File: src/rtl/rcl_scheduler.sv
// ---------------------------------------------------------------------------
// rcl_scheduler
//   Round-robin front end that shares one circle/line intersection engine
//   among NREQ requesters. The winner's six 5-bit coefficients are captured,
//   replayed to the engine as three (L,Q) beats, and the engine's 2-bit
//   answer (or a timeout) is returned tagged with the requester index.
//
// Ports
//   clk, rst                 rising-edge clock, synchronous active-high reset
//   req_valid[NREQ]          request pending per requester
//   req_ready[NREQ]          one-hot accept strobe, combinational, IDLE only
//   req_coef_l[15*NREQ]      per requester {c,b,a}, 5 bits each
//   req_coef_q[15*NREQ]      per requester {k,n,m}, 5 bits each
//   eng_in_valid             engine beat strobe (registered)
//   eng_coef_L, eng_coef_Q   engine coefficients for the current beat
//   eng_out_valid, eng_out   engine result strobe / 0,1,2 intersection count
//   rsp_valid, rsp_ready     response handshake
//   rsp_id                   requester index of the response
//   rsp_result               engine result, 0 on timeout
//   rsp_timeout              engine did not answer within TIMEOUT cycles
//   busy                     high whenever a job is in flight
// ---------------------------------------------------------------------------
module rcl_scheduler #(
   parameter  int NREQ    = 4,
   parameter  int TIMEOUT = 8,
   localparam int IDW     = $clog2(NREQ)
) (
   input  logic                 clk,
   input  logic                 rst,
   input  logic [NREQ-1:0]      req_valid,
   output logic [NREQ-1:0]      req_ready,
   input  logic [15*NREQ-1:0]   req_coef_l,
   input  logic [15*NREQ-1:0]   req_coef_q,
   output logic                 eng_in_valid,
   output logic [4:0]           eng_coef_L,
   output logic [4:0]           eng_coef_Q,
   input  logic                 eng_out_valid,
   input  logic [1:0]           eng_out,
   output logic                 rsp_valid,
   input  logic                 rsp_ready,
   output logic [IDW-1:0]       rsp_id,
   output logic [1:0]           rsp_result,
   output logic                 rsp_timeout,
   output logic                 busy
);

   localparam int TW = $clog2(TIMEOUT);

   typedef enum logic [1:0] {S_IDLE, S_SEND, S_WAIT, S_RESP} state_t;

   state_t         state_q, state_d;
   logic [1:0]     beat_q, beat_d;
   logic [TW-1:0]  timer_q, timer_d;
   logic [IDW-1:0] last_grant_q, last_grant_d;
   logic [IDW-1:0] id_q, id_d;
   logic [14:0]    coef_l_q, coef_l_d;
   logic [14:0]    coef_q_q, coef_q_d;
   logic           eng_in_valid_q, eng_in_valid_d;
   logic [4:0]     eng_l_q, eng_l_d;
   logic [4:0]     eng_q_q, eng_q_d;
   logic           rsp_valid_q, rsp_valid_d;
   logic [IDW-1:0] rsp_id_q, rsp_id_d;
   logic [1:0]     rsp_result_q, rsp_result_d;
   logic           rsp_timeout_q, rsp_timeout_d;
   logic           busy_q, busy_d;

   // Unpack the flat coefficient buses into per-requester words.
   logic [14:0] l_arr [NREQ];
   logic [14:0] q_arr [NREQ];
   for (genvar i = 0; i < NREQ; i++) begin : g_unpack
      assign l_arr[i] = req_coef_l[15*i +: 15];
      assign q_arr[i] = req_coef_q[15*i +: 15];
   end

   // Round-robin pick: first valid requester after last_grant, wrapping.
   logic           grant_vld;
   logic [IDW-1:0] grant_id;
   always_comb begin
      logic [IDW-1:0] idx;
      grant_vld = 1'b0;
      grant_id  = '0;
      idx       = '0;
      for (int off = 1; off <= NREQ; off++) begin
         idx = IDW'((int'(last_grant_q) + off) % NREQ);
         if (!grant_vld && req_valid[idx]) begin
            grant_vld = 1'b1;
            grant_id  = idx;
         end
      end
   end

   always_comb begin
      state_d        = state_q;
      beat_d         = beat_q;
      timer_d        = timer_q;
      last_grant_d   = last_grant_q;
      id_d           = id_q;
      coef_l_d       = coef_l_q;
      coef_q_d       = coef_q_q;
      rsp_valid_d    = rsp_valid_q;
      rsp_id_d       = rsp_id_q;
      rsp_result_d   = rsp_result_q;
      rsp_timeout_d  = rsp_timeout_q;
      busy_d         = busy_q;
      req_ready      = '0;
      // Engine outputs are rebuilt every cycle so they drop to 0 after beat2.
      eng_in_valid_d = 1'b0;
      eng_l_d        = '0;
      eng_q_d        = '0;

      unique case (state_q)
         S_IDLE: begin
            if (grant_vld) begin
               req_ready[grant_id] = 1'b1;
               coef_l_d       = l_arr[grant_id];
               coef_q_d       = q_arr[grant_id];
               id_d           = grant_id;
               last_grant_d   = grant_id;
               busy_d         = 1'b1;
               beat_d         = 2'd0;
               state_d        = S_SEND;
               // Beat 0 is registered on the grant edge so it is on the
               // wires during the first SEND cycle.
               eng_in_valid_d = 1'b1;
               eng_l_d        = l_arr[grant_id][4:0];
               eng_q_d        = q_arr[grant_id][4:0];
            end
         end
         S_SEND: begin
            if (beat_q == 2'd2) begin
               timer_d = '0;
               state_d = S_WAIT;
            end else begin
               beat_d         = beat_q + 2'd1;
               eng_in_valid_d = 1'b1;
               eng_l_d        = (beat_q == 2'd0) ? coef_l_q[9:5] : coef_l_q[14:10];
               eng_q_d        = (beat_q == 2'd0) ? coef_q_q[9:5] : coef_q_q[14:10];
            end
         end
         S_WAIT: begin
            // A result arriving on the expiry cycle takes priority.
            if (eng_out_valid) begin
               rsp_result_d  = eng_out;
               rsp_timeout_d = 1'b0;
               rsp_valid_d   = 1'b1;
               rsp_id_d      = id_q;
               state_d       = S_RESP;
            end else if (timer_q == TW'(TIMEOUT-1)) begin
               rsp_result_d  = 2'd0;
               rsp_timeout_d = 1'b1;
               rsp_valid_d   = 1'b1;
               rsp_id_d      = id_q;
               state_d       = S_RESP;
            end else begin
               timer_d = timer_q + TW'(1);
            end
         end
         S_RESP: begin
            if (rsp_ready) begin
               rsp_valid_d = 1'b0;
               busy_d      = 1'b0;
               state_d     = S_IDLE;
            end
         end
         default: state_d = S_IDLE;
      endcase
   end

   always_ff @(posedge clk) begin
      if (rst) begin
         state_q        <= S_IDLE;
         beat_q         <= '0;
         timer_q        <= '0;
         last_grant_q   <= IDW'(NREQ-1);
         id_q           <= '0;
         coef_l_q       <= '0;
         coef_q_q       <= '0;
         eng_in_valid_q <= 1'b0;
         eng_l_q        <= '0;
         eng_q_q        <= '0;
         rsp_valid_q    <= 1'b0;
         rsp_id_q       <= '0;
         rsp_result_q   <= '0;
         rsp_timeout_q  <= 1'b0;
         busy_q         <= 1'b0;
      end else begin
         state_q        <= state_d;
         beat_q         <= beat_d;
         timer_q        <= timer_d;
         last_grant_q   <= last_grant_d;
         id_q           <= id_d;
         coef_l_q       <= coef_l_d;
         coef_q_q       <= coef_q_d;
         eng_in_valid_q <= eng_in_valid_d;
         eng_l_q        <= eng_l_d;
         eng_q_q        <= eng_q_d;
         rsp_valid_q    <= rsp_valid_d;
         rsp_id_q       <= rsp_id_d;
         rsp_result_q   <= rsp_result_d;
         rsp_timeout_q  <= rsp_timeout_d;
         busy_q         <= busy_d;
      end
   end

   assign eng_in_valid = eng_in_valid_q;
   assign eng_coef_L   = eng_l_q;
   assign eng_coef_Q   = eng_q_q;
   assign rsp_valid    = rsp_valid_q;
   assign rsp_id       = rsp_id_q;
   assign rsp_result   = rsp_result_q;
   assign rsp_timeout  = rsp_timeout_q;
   assign busy         = busy_q;

endmodule

File: config.mk
export PLATFORM = sky130hd
export DESIGN_NAME = rcl_scheduler
export DESIGN_NICKNAME = d
export VERILOG_FILES = /design/src/rtl/rcl_scheduler.sv
export SDC_FILE = /design/constraint.sdc
export NUM_CORES = 1
export LEC_CHECK = 0
export ABC_AREA = 1
export CAP_MARGIN = 0
export CORE_MARGIN = 1
export CORE_UTILIZATION = 30
export CTS_BUF_LIST = sky130_fd_sc_hd__clkbuf_8
export DETAILED_ROUTE_END_ITERATION = 7
export HOLD_SLACK_MARGIN = 0.06
export PLACE_DENSITY_LB_ADDON = 0.08
export SETUP_SLACK_MARGIN = 0.15
export SYNTH_ARGS = -nofsm -noshare
export SYNTH_HDL_FRONTEND = slang
export SYNTH_SLANG_ARGS = --single-unit
File: constraint.sdc
create_clock -name clk -period 2.4 [get_ports clk]
set_input_delay 0.48 -clock clk [delete_from_list [all_inputs] [get_ports clk]]
set_output_delay 0.48 -clock clk [all_outputs]
set_load 0.03 [all_outputs]
==> results.json <==
{
  "cp_max_fo": 6,
  "syn_area_um2": 3450,
  "insertion_delay_ns": 0.30,
  "coreArea_um2": 11000,
  "syn2layout_area_growth_pct": 64.1,
  "max_freq_ghz": 0.422,
  "yosysSeqAreaShare_pct": 28.4,
  "ir_drop_v": 0.00150,
  "critPathBufInv": 4,
  "final_cell_area_um2": 5660,
  "setup_viol": 0,
  "gp_congestion": 0.797,
  "crit_path_frequent_cell": "nand2_2",
  "p_comb_share_pct": 77.9,
  "yosys.area_share.simple_pct": 40.5,
  "ant_nets": 0,
  "diodes": 0,
  "postPlaceCellArea_um2": 5270,
  "clkPwrFrac_pct": 7.2,
  "status": "finished, final reports clean",
  "fin_crit_ns": 2.37,
  "critPathKind": "reg2out",
  "synthArstFlopShare_pct": 0,
  "clock-root-buffer": "clkbuf_8",
  "final_nets": 877,
  "drv_slew": 0,
  "path_delay_family": "simple AND/OR/NAND/NOR gates",
  "start_util_pct": 31.3,
  "r2r_cells": 17,
  "post_drt_wl_per_cell_um": 13.4,
  "drive_gt1_share_pct": 13.8,
  "hold_class": "reg2reg",
  "synth.avg_cell_area_um2": 5.97,
  "worst_slew_pin_slew_ns": 0.393,
  "arrival_ns": 1.89,
  "die_y_um": 109,
  "p_sw_share_pct": 50.9,
  "synth_top_cell_by_area": "dfxtp_1",
  "grt_max_degree": 44,
  "skew_ns": 0.00789,
  "syn_nets": 716,
  "synth_compound_area_share_pct": 14.4,
  "port_buffers": 151,
  "p_seq_share_pct": 14.8,
  "yosys-top-cells-area": "dfxtp_1 28%, nand2_1 19%, nand3_1 11%",
  "ys_types": 23,
  "wl_mm": 11.8,
  "holdPathStages": 2,
  "timing.final.crit_share_pct": 98.7,
  "p_int_w": 0.00411,
  "slew_headroom_pct": 73.8,
  "pin_count": 152,
  "power.density_nw_per_um2": 1480,
  "cts_buffers": 5,
  "ys_warn_count": 0,
  "syn_inst": 578,
  "antenna_found_initial": 0,
  "dr.pass1.iters": 4,
  "worst_setup_path_start_kind": "flop",
  "dp_hpwl_mm": 8.95,
  "slowest_stage": "dfxtp_4",
  "cts_tree": "done",
  "overflow": 0,
  "yosysTopAreaCellShare_pct": 28.4,
  "drt-initial-drc-count": 178,
  "dieArea_um2": 11900,
  "synth_mux_area_share_pct": 0,
  "cp-end-kind": "output port",
  "synth_most_common_cell": "nand2_1",
  "drc": 0,
  "placed_cells": 862,
  "fillers": 1171,
  "die_width_um": 109,
  "seqCellArea_um2": 988,
  "p_sw_w": 0.00425,
  "synth_edf_count": 0,
  "synthAdderAreaFrac_pct": 2.90,
  "ctsLongestPathBuffers": 2,
  "path_depth": 14,
  "fp-row-count": 38,
  "grt_pass1_vias": 4074,
  "cts_hold_buf": 0,
  "synth_xor_area_share_pct": 0,
  "ys_dominant_reg_cell": "dfxtp_1",
  "worstPathRequired_ns": 1.92,
  "multiInputGateArea_um2": 2150,
  "hold_violations": 0,
  "grt_pass1_wl_mm": 18.5,
  "cts_max_level": 2,
  "maxCapViolations": 0,
  "p_leak_nw": 2.67,
  "ys_ff_latch": 49,
  "crit_chain": "buf_6, nand2_2, nand2_2, nand2_2, nand2_2, nand2_1, nand2_1, nand2_2, nand2_2, inv_2, nor2_2, inv_2, nor2_4, buf_6",
  "clkSinkCount": 49,
  "clk_transition_reported_paths_ns": 0.09,
  "stdcell_count": 880,
  "vias": 4158,
  "synth_top_family_by_area": "simple AND/OR/NAND/NOR gates",
  "synth_commonest_cells": "177 x nand2_1, 76 x nand3_1, 68 x inv_1, 49 x dfxtp_1, 42 x a21oi_1",
  "track_usage_pct": 19.9,
  "viasPerCell": 4.73,
  "rsz0062_at_grt": "true",
  "worst_path_largest_cell_delay_ns": 0.42
}
[stage by stage]
| step | TNS, ns | setup slack, ns | hold WS [ns] | util, % | power, W |
|---|---|---|---|---|---|
| 2_1_floorplan | 0 | 0.0791 | 0.441 | - | 0.00508 |
| 4_1_cts | 0 | 0.0167 | 0.466 | 50.1 | 0.00804 |
| 3_3_place_gp | -2.77 | -0.183 | 0.450 | 47.8 | 0.00708 |
| 5_1_grt | -0.123 | -0.0418 | 0.496 | 51.3 | 0.00916 |
| 6_report | 0 | 0.0322 | 0.464 | 51.3 | 0.00836 |
| 3_5_place_dp | -3.80 | -0.198 | 0.452 | 47.8 | 0.00714 |
[power by group through the flow]
stage                     Sequential, W  Combinational, W  Clock (W)
after global placement          0.00124           0.00584          0
after CTS                       0.00124           0.00619   0.000611
after detailed placement        0.00125           0.00589          0
final                           0.00124           0.00652   0.000604
after global routing            0.00128           0.00724   0.000649
after floorplan                 0.00135           0.00374          0
[registers in the layout (all words and copies together) (netlist names)]
name and cells:
id_q 2, rsp_valid 1, timer_q 3, busy 1, eng_coef_Q 5, rsp_id 2
coef_l_q 10, state_q 2, beat_q 2, eng_in_valid 1, rsp_result 2, eng_coef_L 5
coef_q_q 10, rsp_timeout 1, last_grant_q 2
[final cells by class]
cell class	count	area share (%)
Multi-Input combinational cell	415	38.0
Timing Repair Buffer	193	34.0
Sequential cell	49	17.5
Inverter	75	5.41
Tap cell	140	3.09
Clock buffer	6	1.46
Clock inverter	2	0.596
[metal layers]
| layer | vias up | global-route usage (%) | part of all wire [%] |
|---|---|---|---|
| li1 | 2194 | - | - |
| met1 | 1825 | 23.0 | 44 |
| met2 | 129 | 36.8 | 48 |
| met3 | 10 | 4.24 | 6.4 |
| met4 | 0 | 4.76 | 1.3 |
| met5 | - | 0 | 0 |
[cell usage in the layout (no fill, tap or decap), types with 9 or more instances in the layout]
cell / instances
nand4_1: 22
o211ai_1: 24
clkdlybuf4s50_1: 143
a21oi_1: 42
dfxtp_1: 47
nand2_4: 9
nand2_2: 18
inv_1: 68
o21ai_0: 15
buf_4: 32
nand3_1: 76
nor2_1: 31
nand2_1: 153
[tightest hold or removal path: stages (launching register included)]
cell and delay, ns:
dfxtp_1 0.32, nand2_1 0.06, a21oi_1 0.05
[path summary, 6_finish.rpt]
| kind | from | end | slack (ns) |
|---|---|---|---|
| max | last_grant_q[0] | req_ready[2] | 0.03 |
| min | rsp_result[0] | rsp_result[0] | 0.46 |
| max reg2reg | last_grant_q[0] | coef_l_q[5] | 0.26 |
| min reg2reg | rsp_result[0] | rsp_result[0] | 0.46 |
[logic make-up (layout without fill, tap and decap cells)]
| logic type | Yosys count | in the layout |
|---|---|---|
| buffers and inverters | 114 | 276 |
| AOI/OAI and AO/OA | 85 | 85 |
| DFF | 49 | 49 |
| adders and majority gates | 8 | 8 |
| and+or+nand+nor | 322 | 322 |
[what timing repair did]
action	CTS	global route
gates resized for setup	41	30
buffers inserted	6	4
gates cloned	0	0
setup endpoints to repair	13	18
pin swaps	13	10
Note: power is estimated with default switching activity, not from simulation.
